### src/rtl/neuron_core_wb_initiator.sv
// neuron_core_wb_initiator: buffers commands in a small FIFO and issues one
// Wishbone classic single cycle per in-range command, one response per command.
// Optional feature macro: WB_TIMEOUT_EN (abort a BUS cycle that never acks).
module neuron_core_wb_initiator #(
   parameter int          FIFO_DEPTH     = 4,
   parameter int          TIMEOUT_CYCLES = 255,
   parameter logic [31:0] ADDR_LO        = 32'h3000_0000,
   parameter logic [31:0] ADDR_HI        = 32'h3000_FFFF
) (
   input  logic        clk,
   input  logic        rst,
   input  logic        cmd_valid_i,
   output logic        cmd_ready_o,
   input  logic        cmd_we_i,
   input  logic [3:0]  cmd_sel_i,
   input  logic [31:0] cmd_adr_i,
   input  logic [31:0] cmd_dat_i,
   output logic        rsp_valid_o,
   input  logic        rsp_ready_i,
   output logic [31:0] rsp_dat_o,
   output logic        rsp_err_o,
   output logic        wbm_cyc_o,
   output logic        wbm_stb_o,
   output logic        wbm_we_o,
   output logic [3:0]  wbm_sel_o,
   output logic [31:0] wbm_adr_o,
   output logic [31:0] wbm_dat_o,
   input  logic        wbm_ack_i,
   input  logic [31:0] wbm_dat_i,
   output logic        busy_o
);
   localparam int AW = $clog2(FIFO_DEPTH);
   localparam logic [AW:0] DEPTH_C = (AW+1)'(FIFO_DEPTH);

   if (FIFO_DEPTH < 2 || (FIFO_DEPTH & (FIFO_DEPTH - 1)) != 0) begin : g_bad_depth
      $error("FIFO_DEPTH must be a power of 2 and at least 2");
   end
   if (TIMEOUT_CYCLES < 1 || TIMEOUT_CYCLES > 255) begin : g_bad_tmo
      $error("TIMEOUT_CYCLES must be in 1..255");
   end

   typedef struct packed {
      logic        we;
      logic [3:0]  sel;
      logic [31:0] adr;
      logic [31:0] dat;
   } cmd_t;

   typedef enum logic [1:0] {S_IDLE, S_BUS, S_RESP} state_t;

   cmd_t          fifo_q [FIFO_DEPTH];
   cmd_t          fifo_d [FIFO_DEPTH];
   logic [AW-1:0] wr_ptr_q, wr_ptr_d, rd_ptr_q, rd_ptr_d;
   logic [AW:0]   cnt_q, cnt_d;
   state_t        state_q, state_d;
   logic          cyc_q, cyc_d, we_q, we_d, rsp_err_q, rsp_err_d;
   logic [3:0]    sel_q, sel_d;
   logic [31:0]   adr_q, adr_d, dat_q, dat_d, rsp_dat_q, rsp_dat_d;
   logic          full, push, pop;
   cmd_t          head;
`ifdef WB_TIMEOUT_EN
   localparam logic [7:0] TMO_LAST = 8'(TIMEOUT_CYCLES - 1);
   logic [7:0]    tmo_q, tmo_d;
`endif

   // ready depends only on the FIFO count, never on the FSM
   assign full        = (cnt_q == DEPTH_C);
   assign cmd_ready_o = !full;
   assign push        = cmd_valid_i && !full;
   assign pop         = (state_q == S_IDLE) && (cnt_q != '0);
   assign head        = fifo_q[rd_ptr_q];

   // FIFO next state: storage write, pointer and count update
   always_comb begin
      fifo_d   = fifo_q;
      wr_ptr_d = wr_ptr_q;
      rd_ptr_d = rd_ptr_q;
      cnt_d    = cnt_q;
      if (push) begin
         fifo_d[wr_ptr_q] = {cmd_we_i, cmd_sel_i, cmd_adr_i, cmd_dat_i};
         wr_ptr_d         = wr_ptr_q + 1'b1;
      end
      if (pop) rd_ptr_d = rd_ptr_q + 1'b1;
      case ({push, pop})
         2'b10:   cnt_d = cnt_q + 1'b1;
         2'b01:   cnt_d = cnt_q - 1'b1;
         default: cnt_d = cnt_q;
      endcase
   end

   // FSM next state plus bus request and response registers
   always_comb begin
      state_d   = state_q;
      cyc_d     = cyc_q;
      we_d      = we_q;
      sel_d     = sel_q;
      adr_d     = adr_q;
      dat_d     = dat_q;
      rsp_dat_d = rsp_dat_q;
      rsp_err_d = rsp_err_q;
`ifdef WB_TIMEOUT_EN
      tmo_d     = tmo_q;
`endif
      case (state_q)
         S_IDLE: begin
            if (pop) begin
               if (head.adr >= ADDR_LO && head.adr <= ADDR_HI) begin
                  cyc_d   = 1'b1;
                  we_d    = head.we;
                  sel_d   = head.sel;
                  adr_d   = head.adr;
                  dat_d   = head.dat;
                  state_d = S_BUS;
`ifdef WB_TIMEOUT_EN
                  tmo_d   = '0;
`endif
               end else begin
                  // out of range: answer immediately, bus stays untouched
                  rsp_err_d = 1'b1;
                  rsp_dat_d = '0;
                  state_d   = S_RESP;
               end
            end
         end
         S_BUS: begin
            if (wbm_ack_i) begin
               cyc_d     = 1'b0;
               rsp_dat_d = we_q ? '0 : wbm_dat_i;
               rsp_err_d = 1'b0;
               state_d   = S_RESP;
            end
`ifdef WB_TIMEOUT_EN
            else if (tmo_q == TMO_LAST) begin
               cyc_d     = 1'b0;
               rsp_dat_d = '0;
               rsp_err_d = 1'b1;
               state_d   = S_RESP;
            end else begin
               tmo_d = tmo_q + 1'b1;
            end
`endif
         end
         S_RESP: begin
            if (rsp_ready_i) state_d = S_IDLE;
         end
         default: state_d = S_IDLE;
      endcase
   end

   // FIFO storage; contents are don't-care while the count is zero
   always_ff @(posedge clk) begin
      fifo_q <= fifo_d;
   end

   // control state with synchronous reset; reset drops cyc/stb and flushes the FIFO
   always_ff @(posedge clk) begin
      if (rst) begin
         wr_ptr_q  <= '0;
         rd_ptr_q  <= '0;
         cnt_q     <= '0;
         state_q   <= S_IDLE;
         cyc_q     <= 1'b0;
         we_q      <= 1'b0;
         sel_q     <= '0;
         adr_q     <= '0;
         dat_q     <= '0;
         rsp_dat_q <= '0;
         rsp_err_q <= 1'b0;
`ifdef WB_TIMEOUT_EN
         tmo_q     <= '0;
`endif
      end else begin
         wr_ptr_q  <= wr_ptr_d;
         rd_ptr_q  <= rd_ptr_d;
         cnt_q     <= cnt_d;
         state_q   <= state_d;
         cyc_q     <= cyc_d;
         we_q      <= we_d;
         sel_q     <= sel_d;
         adr_q     <= adr_d;
         dat_q     <= dat_d;
         rsp_dat_q <= rsp_dat_d;
         rsp_err_q <= rsp_err_d;
`ifdef WB_TIMEOUT_EN
         tmo_q     <= tmo_d;
`endif
      end
   end

   assign wbm_cyc_o   = cyc_q;
   assign wbm_stb_o   = cyc_q;
   assign wbm_we_o    = we_q;
   assign wbm_sel_o   = sel_q;
   assign wbm_adr_o   = adr_q;
   assign wbm_dat_o   = dat_q;
   assign rsp_valid_o = (state_q == S_RESP);
   assign rsp_dat_o   = rsp_dat_q;
   assign rsp_err_o   = rsp_err_q;
   assign busy_o      = (cnt_q != '0) || (state_q != S_IDLE);

endmodule

### config.mk
export PLATFORM = sky130hd
export DESIGN_NAME = neuron_core_wb_initiator
export DESIGN_NICKNAME = d
export VERILOG_FILES = /design/src/rtl/neuron_core_wb_initiator.sv
export SDC_FILE = /design/constraint.sdc
export NUM_CORES = 1
export LEC_CHECK = 0
export ABC_AREA = 1
export CORE_ASPECT_RATIO = 1.75
export CORE_MARGIN = 1.5
export CORE_UTILIZATION = 30
export DETAILED_ROUTE_END_ITERATION = 6
export GPL_TIMING_DRIVEN = 1
export PLACE_DENSITY = 0.59
export SYNTH_ARGS = -nofsm -noshare
export SYNTH_HDL_FRONTEND = slang
export SYNTH_SLANG_ARGS = --single-unit
### constraint.sdc
create_clock -name clk -period 9.05 [get_ports clk]
set_input_delay 1.3575 -clock clk [delete_from_list [all_inputs] [get_ports clk]]
set_output_delay 1.3575 -clock clk [all_outputs]
set_load 0.01 [all_outputs]
* Word level (Yosys, flattened, before mapping) *
Index checks and enable logic that the tools add are counted.

word-level totals
  register bits after elaboration = 388
  bits of input ports = 106
  output and inout bits = 107
  logic and storage cells = 87

operators by class
  add/subtract/negate cells = 4
  $lt $le $gt $ge = 5
  equal/unequal tests = 10
  multiplexer cells = 24
  bitwise operators = 2
  reductions and logical operators = 15

operator list
  cell                  number
  $bwmux 276            1
  $mux 69               3
  $bmux 69 s2           1
  $demux 69 s2          1
  $mux 32               4
  $pmux 32 s2           1
  $ge 32x30->1 const B  1
  $le 32x30->1 const B  1
  $mux 2                4
  $reduce_and 4->1      2
  $ge 3x3->1 const B    2
  $ne 2x2->1 const B    3
  $not 2->3             2
  $pmux 2 s3            1
  $pmux 3 s2            1
  $reduce_and 3->1      2
  $reduce_bool 2->1     3
  $mux 1                5
  $add 2x1->2 const B   2
  $eq 2x1->1 const B    2
  $eq 2x2->1 const B    2
  $logic_and 1x1->1     4
  $ne 2x1->1 const B    2
  $pmux 1 s2            2
  8 further kinds       8

* Longest topological paths before layout *
Gate-level depths: netlist of the first run.

  depth after elaboration = 9
  gate-level depth with buffers = 16
  gate-level depth less buffers = 12

* Worst setup path after synthesis of the first run *
No wires, ideal clock.

  path kind = input -> register
  start = input cmd_valid_i
  end = register fifo_q[0] (netlist bit), enable pin
  library setup time = 497 ps
  arrival time = 4,417 ps
  required time = 8,553 ps
  setup slack = 4,136 ps
  cell stages on the path = 2
  buffers on the path = 0
  cells stage by stage = nand2_1 nor2_1

on the way
  cells in the longest elaborated chain, start to end = 1

RTL lines
  item                  RTL line  RTL
  start, declared       12        input logic cmd_valid_i,
  $logic_and 1x1->1     69        assign push = cmd_valid_i && !full;
  end signal, assigned  152       fifo_q <= fifo_d;
  end, declared         51        cmd_t fifo_q [FIFO_DEPTH];

Every way passes these cells.
A chain may end at the register's enable or synchronous reset.

* Worst setup path in the final report of the first run *
  start = register rd_ptr_q[0]
  end = register dat_q[24] (netlist: wbm_dat_o[24])

on the way
  cells in the longest elaborated chain, start to end = 7
  elaborated cells on any way between the ends = 8

RTL lines
  item                                            RTL line  RTL
  start, declared                                 53        logic [AW-1:0] wr_ptr_q, wr_ptr_d, rd_ptr_q, rd_ptr_d;
  start signal, assigned                          174       rd_ptr_q <= rd_ptr_d;
  $not 2->3 (not written as such) (*)             71        assign head = fifo_q[rd_ptr_q];
  $bmux 69 s2 (*)                                 71
  $mux 69 (not written as such) (*) (2 in a row)  71
  $ge 32x30->1 or $le 32x30->1 (tied branches)    107       if (head.adr >= ADDR_LO && head.adr <= ADDR_HI) begin
  $logic_and 1x1->1                               107
  $reduce_and 3->1 (no line)                      --
  end signal, assigned                            181       dat_q <= dat_d;
  end, declared                                   58        logic [31:0] adr_q, adr_d, dat_q, dat_d, rsp_dat_q, rsp_dat_d;

Mark *: on every way between the ends. The rest lies on a longest branch, timed or not. The select of a mux whose other input is x is not followed.

==> summary.md, run 1 <==
| Metric | Value |
|---|---|
| Slew @ Worst Pin | 1.28 ns |
| Max-Cap Viols | 0 |
| Number of synthesized flops with an enable pin | 276 |
| Slew headroom | 14.7% |
| Fmax | 0.252 GHz |
| Startpoint Class | flop |
| Lkg Pwr | 0.00664 uW |
| Fillers | 4,828 |
| Min Tclk post-route | 3.97 ns |
| Syn Nets | 1,471 |
| Synth warnings | 0 |
| Setup violators final | 0 |
| Power Dens Cells | 285 nW/um^2 |
| FF/Latch Area | 10,500 sq um |
| Cells on worst reg2reg path | 13 |
| First-pass GRT wire length | 58.9 mm |
| CTS Buffer Depth | 3 |
| Fin cells | 2,223 |
| ANT nets after route | 0 |
| Fraction of registers with async set/reset | 0% |
| Initial antenna violation count | 4 |
| Final Hold Fails | 0 |
| Hold_sp | wbm_adr_o[29] |
| Most instantiated library cell after synthesis | edfxtp_1 |
| Synth area leader | edfxtp_1 |
| DRT Pass-1 Iters | 5 |
| CTS Hold Bufs | 0 |
| Hold path depth | 2 |
| RePlAce Congestion | 0.760 |
| Layer with the highest usage | met2 |
| Die height | 299 um |
| Pin count of the biggest net entering global routing | 90 |
| Die width | 172 um |
| Setup TNS | 0 ns |
| Vias in the first global route | 10,500 |
| I/O Pins | 213 |
| Synth-to-layout area growth | 25.3% |
| Routed WL | 38.7 mm |
| Yosys cell types | 27 |
| Die ar. | 51,600 sq um |
| CORE AREA | 49,600 sq um |
| Initial Utilization | 30.4% |
| Status | completed |
| Data required time of the worst path | 9.51 ns |
| Hold Path Class | flop to flop |
| Met1 Use GR | 16.5% |
| Commonest register cell after synthesis | edfxtp_1 |
| Vias | 10,400 |
| # DRC | 0 |
| # nets final | 1,643 |
| Maximum vdd drop | 0.000143 V |
| Top cells by count, synth | edfxtp_1 (276), nor2_1 (270), nand2_1 (223), o21ai_0 (115), dfxtp_1 (112) |
| GR Overflow Total | 0 |
| Worst path arrival time | 4.43 ns |
| GR met3 Demand/Resource | 2.98% |
| Yosys reg bits | 388 |
| Crit. End Element | flop |
| # port buffers | 212 |
| Hold Path Sink | wbm_adr_o[29] |
| H-tree depth | 2 |
| FF-to-FF Start | rd_ptr_q[0] |
| Slew Viols, Final | 0 |
| Area of the multi-input gates | 3970 sq um |
| Fin crit share | 43.9% |
| Clk slew on worst S/H paths | 0.06 ns |
| GRT Total Usage | 15.0% |
| Share of layout cells above drive strength 1 | 5.64% |
| Max Clock Skew | 0.0135 ns |
| Per-cell routed wire length | 17.4 um |
| Root Driver | clkbuf_16 |
| Synth top area share | 55.0% |
| Post-CTS Setup Repair Bufs | 0 |
| Initial drt markers | 628 |
| DP HPWL | 22.2 mm |
| Routing usage on met2 | 27.4% |
| Avg Synthesized Cell Area | 11.1 sq um |
| Placed cells | 2,151 |
| CTS resizes | 0 |
| CP max FO | 71 |
| # rows | 108 |
| CTS sink count | 388 |
| Vias/cell | 4.67 |
| Synth area leaders | edfxtp_1 (55%), dfxtp_1 (15%), nor2_1 (6.7%), nand2_1 (5.6%), o21ai_0 (3.8%) |
| CTS tree | yes |
| Clock latency on the worst-skew pair | 0.53 ns |
| CTS Buf Count | 38 |
| RSZ-0062 raised after global routing | false |
| Reg2Reg Capture Point | wbm_dat_o[24] |
| Part of the Yosys area used for sequential elements | 69.9% |
| R2R Setup Slk | 5.08 ns |
| Kind of critical path | flop to flop |
| Syn Inst Count | 1,359 |
| Post-synthesis cell area | 15,100 sq um |
cell usage in the layout (no fill, tap or decap), drive strengths merged:
| cell type | synthesis | layout |
|---|---|---|
| a21oi | 43 | 43 |
| and3 | 15 | 15 |
| buf | 44 | 13 |
| bufinv | 0 | 1 |
| clkbuf | 49 | 50 |
| clkdlybuf4s50 | 0 | 212 |
| clkinv | 2 | 18 |
| clkinvlp | 0 | 1 |
| dfxtp | 112 | 112 |
| diode | 0 | 3 |
| edfxtp | 276 | 276 |
| fa | 1 | 1 |
| ha | 5 | 5 |
| inv | 25 | 26 |
| nand2 | 224 | 224 |
| nand3 | 69 | 69 |
| nand3b | 53 | 53 |
| nand4 | 1 | 1 |
| nor2 | 271 | 271 |
| nor3 | 1 | 1 |
| o21ai | 115 | 115 |
| o22ai | 53 | 53 |
power by group:
part / total [uW] / leakage (uW) / internal, uW / switching (uW)
clock network: 1520 / 0.000601 / 871 / 652
logic: 1590 / 0.00260 / 596 / 996
registers: 2260 / 0.00344 / 2150 / 106
total: 5370 / 0.00664 / 3620 / 1750
flip-flops by register name (all words and copies together), names as in the netlist, 2 cells and up:
signal / count
fifo_q: 276
cnt_q: 3
rd_ptr_q: 2
wr_ptr_q: 2
wbm_adr_o: 32
wbm_sel_o: 4
state_q: 2
rsp_dat_o: 32
wbm_dat_o: 32
cell type report:
| type | instances | share of cell area, % |
|---|---|---|
| flip-flops and latches | 388 | 55.8 |
| multi-input cells | 851 | 21.1 |
| repair buffers | 225 | 11.8 |
| clock buffers | 50 | 5.71 |
| well taps | 660 | 4.37 |
| clock inverters | 19 | 0.669 |
| inverters | 27 | 0.577 |
| diodes | 3 | 0.0398 |
layer usage:
metal | up-vias | part of all wire [%] | wire length, um
met4 | 0 | 3.6 | 1390
met1 | 5025 | 39 | 15200
met5 | - | 0 | 0
met2 | 234 | 52 | 20200
met3 | 65 | 5.0 | 1940
li1 | 5055 | - | -
stage by stage:
| stage | util, % | hold slack (ns) | setup WS, ns | power (uW) | area, sq um |
|---|---|---|---|---|---|
| floorplan | - | 0.458 | 4.14 | 3370 | 15100 |
| global placement | 35.6 | 0.452 | 5.12 | 3870 | 17700 |
| detailed placement | 35.6 | 0.459 | 5.02 | 3920 | 17700 |
| CTS | 38.0 | 0.483 | 5.01 | 5450 | 18900 |
| global route | 38.1 | 0.507 | 4.65 | 5720 | 18900 |
| finish | 38.1 | 0.474 | 5.08 | 5370 | 18900 |
kinds of logic after synthesis:
logic type	share of synthesized area, %
fa+ha+maj	0.548
buf+inv	4.02
simple gates	18.1
flops	69.9
compound gates	7.45
critical path, stage by stage (launching register included):
cell,delay [ns]
dfxtp_4,0.72
inv_4,0.43
nand2_1,0.17
nand3_1,0.08
nand2_1,0.16
nand3_1,0.09
nor2_1,0.11
nand2_1,0.09
nor2_4,0.08
buf_4,0.63
nand2_2,0.32
clkinv_2,0.72
nor2_1,0.09
nor2_1,0.13
worst max-delay path by stage:
stage,endpoint,startpoint,cells past startpoint,slack (ns)
final,wbm_dat_o[24],rd_ptr_q[0],13,5.08
after CTS,wbm_dat_o[24],rd_ptr_q[0],13,5.01
after global routing,wbm_adr_o[13],rd_ptr_q[0],13,4.65
after global placement,wbm_dat_o[27],rd_ptr_q[0],13,5.12
after floorplan,fifo_q[0],cmd_valid_i,2,4.14
after detailed placement,wbm_dat_o[24],rd_ptr_q[0],13,5.02
Power figures use the tool's default switching activity.
==> run 2, diff against run 1 <==
Settings changed: PLACE_DENSITY 0.59 to 0.61.
Clock period 9.05 ns to 3.6 ns, I/O delays scaled along.
==> summary.md, run 2 (synthesis results as in run 1) <==
| Metric | Value |
|---|---|
| Kind of critical path | flop to flop (unchanged) |
| Met2 wire length | 21.3 mm (was 20.2 mm) |
| RSZ-0062 raised after global routing | false (unchanged) |
| Largest Register | fifo_q (unchanged) |
| I/O Pins | 213 (unchanged) |
| CP peak stage delay | 0.53 ns (was 0.72 ns) |
| Crit path launch | rd_ptr_q[0] (unchanged) |
| Power Dens Cells | 719 nW/um^2 (was 285 nW/um^2) |
| Per-cell routed wire length | 17.7 um (was 17.4 um) |
| # DRC | 0 (unchanged) |
| # port buffers | 212 (unchanged) |
| Final worst setup slack | 0.826 ns (was 5.08 ns) |
| Max-Cap Viols | 0 (unchanged) |
| Clock power share | 28.9% (was 28.4%) |
| Final Hold Fails | 0 (unchanged) |
| Status | completed (unchanged) |
| Most frequent cells in the layout | edfxtp_1 (276), nor2_1 (265), nand2_1 (223) (unchanged) |
| Vias/cell | 4.68 (was 4.67) |
| FF-to-FF Start | rd_ptr_q[0] (unchanged) |
| Setup violators final | 0 (unchanged) |
| DRT Pass-1 Iters | 5 (unchanged) |
| Die height | 299 um (unchanged) |
| Fin crit share | 77.0% (was 43.9%) |
| Clock latency on the worst-skew pair | 0.54 ns (was 0.53 ns) |
| Max Used Layer | met5 (was met4) |
| # nets final | 1,649 (was 1,643) |
| Die ar. | 51,600 sq um (unchanged) |
| Synth-to-layout area growth | 26.4% (was 25.3%) |
| CTS resizes | 0 (unchanged) |
| Initial antenna violation count | 4 (unchanged) |
| Clk slew on worst S/H paths | 0.07 ns (was 0.06 ns) |
| P_sw | 4500 uW (was 1750 uW) |
| Met3 WL | 1.48 mm (was 1.94 mm) |
| CP max-delay cell | clkinv_2 (was dfxtp_4) |
| CTS Buf Count | 37 (was 38) |
| Sequential Power Share | 41.2% (was 42.0%) |
| Post-CTS Setup Repair Bufs | 0 (unchanged) |
| Data required time of the worst path | 4.02 ns (was 9.51 ns) |
| Sw Share | 32.9% (was 32.6%) |
| Max reg flops | 276 (unchanged) |
| Slew Viols, Final | 0 (unchanged) |
| CTS Hold Bufs | 0 (unchanged) |
| Max Clock Skew | 0.0219 ns (was 0.0135 ns) |
| CTS tree | yes (unchanged) |
| R2R Setup Slk | 0.83 ns (was 5.08 ns) |
| Routed WL | 39.4 mm (was 38.7 mm) |
| Most common cell after layout, fill and taps aside | edfxtp_1 (unchanged) |
| Startpoint Class | flop (unchanged) |
| Met1 wire length | 15.1 mm (was 15.2 mm) |
| First-pass GRT wire length | 59.5 mm (was 58.9 mm) |
| Slew headroom | 43.0% (was 14.7%) |
| Cell Chain, Critical Path | inv_4, nand2_1, nand3_1, nand2_1, nand3_1, nor2_1, nand2_1, nor2_4, nand2_2, clkinv_2, buf_12, nor2_1, nor2_1 (was inv_4, nand2_1, nand3_1, nand2_1, nand3_1, nor2_1, nand2_1, nor2_4, buf_4, nand2_2, clkinv_2, nor2_1, nor2_1) |
| Vias in the first global route | 10,500 (about the same) |
| GR Overflow Total | 0 (unchanged) |
| # rows | 108 (unchanged) |
| Initial drt markers | 582 (was 628) |
| CTS Buffer Depth | 3 (unchanged) |
| Area of the multi-input gates | 3970 sq um (unchanged) |
| Crit. End Element | flop (unchanged) |
| Initial Utilization | 30.4% (unchanged) |
| DP HPWL | 23.2 mm (was 22.2 mm) |
| Hold Path Class | flop to flop (unchanged) |
| Slew @ Worst Pin | 0.855 ns (was 1.28 ns) |
| RePlAce Congestion | 0.797 (was 0.760) |
| Pin count of the biggest net entering global routing | 78 (was 90) |
| Place WS | 0.833 ns (was 5.02 ns) |
| Worst path arrival time | 3.19 ns (was 4.43 ns) |
| Hold_sp | rsp_err_o (was wbm_adr_o[29]) |
| Share of layout cells above drive strength 1 | 6.26% (was 5.64%) |
| Fillers | 4,827 (was 4,828) |
| Root Driver | clkbuf_16 (unchanged) |
| Setup TNS | 0 ns (unchanged) |
| Fmax | 0.361 GHz (was 0.252 GHz) |
| Die width | 172 um (unchanged) |
| GRT Total Usage | 15.3% (was 15.0%) |
| ANT nets after route | 0 (unchanged) |
| Maximum vdd drop | 0.000361 V (was 0.000143 V) |
| H-tree depth | 2 (unchanged) |
| Internal | 9190 uW (was 3620 uW) |
| CP max FO | 35 (was 71) |
| Min Tclk post-route | 2.77 ns (was 3.97 ns) |
| Vias | 10,400 (about the same) |
| CTS sink count | 388 (unchanged) |
| FF/Latch Area | 10,500 sq um (unchanged) |
| CORE AREA | 49,600 sq um (unchanged) |
| Combinational share of power | 29.9% (was 29.6%) |
| Lkg Pwr | 0.00670 uW (was 0.00664 uW) |
==> run 2: changes by cell type in the layout (fill, tap and decap cells not counted), sizes merged <==
cell,previous run,this run
buf,13,20
bufinv,1,2
clkbuf,50,49
clkinv,18,15
clkinvlp,1,3
diode,3,4
==> run 2: final timing paths <==
kind | cells after the start | endpoint
worst max-delay path | 13 | wbm_adr_o[1]
worst min register to register | 2 | rsp_err_o
worst max register to register | 13 | wbm_adr_o[1]
worst min-delay path | 2 | rsp_err_o
==> run 2: worst max-delay path, delay by kind of cell (launching register included) <==
kind	cells	cell delay (ns)
DFF	1	0.46
buffers and inverters	3	1.21
and+or+nand+nor	10	0.94
==> run 2: area by class of cell <==
cell class,instances,area share [%]
multi-input cells,851,20.9
inverters,27,0.572
flip-flops and latches,388,55.3
clock inverters,19,0.973
clock buffers,49,5.59
repair buffers,232,12.3
well taps,660,4.34
diodes,4,0.0526
==> run 2: power groups by stage <==
stage          Sequential, uW  Combinational [uW]  Clock [uW]
2_1_floorplan            5780                2680           0
3_3_place_gp             5720                4070           0
3_5_place_dp             5740                4160           0
4_1_cts                  5650                4170        4070
5_1_grt                  5700                4600        4210
6_report                 5640                4100        3950
==> run 2: per-stage QoR <==
stage / total power [uW] / cells / util, % / cell area (sq um) / hold slack (ns)
2_1_floorplan: 8460 / 1359 / - / 15100 / 0.458
3_3_place_gp: 9790 / 2158 / 35.8 / 17800 / 0.457
3_5_place_dp: 9900 / 2158 / 35.8 / 17800 / 0.460
4_1_cts: 13900 / 2226 / 38.4 / 19000 / 0.476
5_1_grt: 14500 / 2229 / 38.4 / 19000 / 0.500
6_report: 13700 / 2230 / 38.4 / 19000 / 0.469
==> run 2: metal layers <==
| layer | vias to the layer above | track usage, % |
|---|---|---|
| met3 | 82 | 2.02 |
| met2 | 254 | 28.8 |
| met5 | - | 0 |
| met1 | 5041 | 16.4 |
| met4 | 2 | 7.43 |
| li1 | 5050 | - |
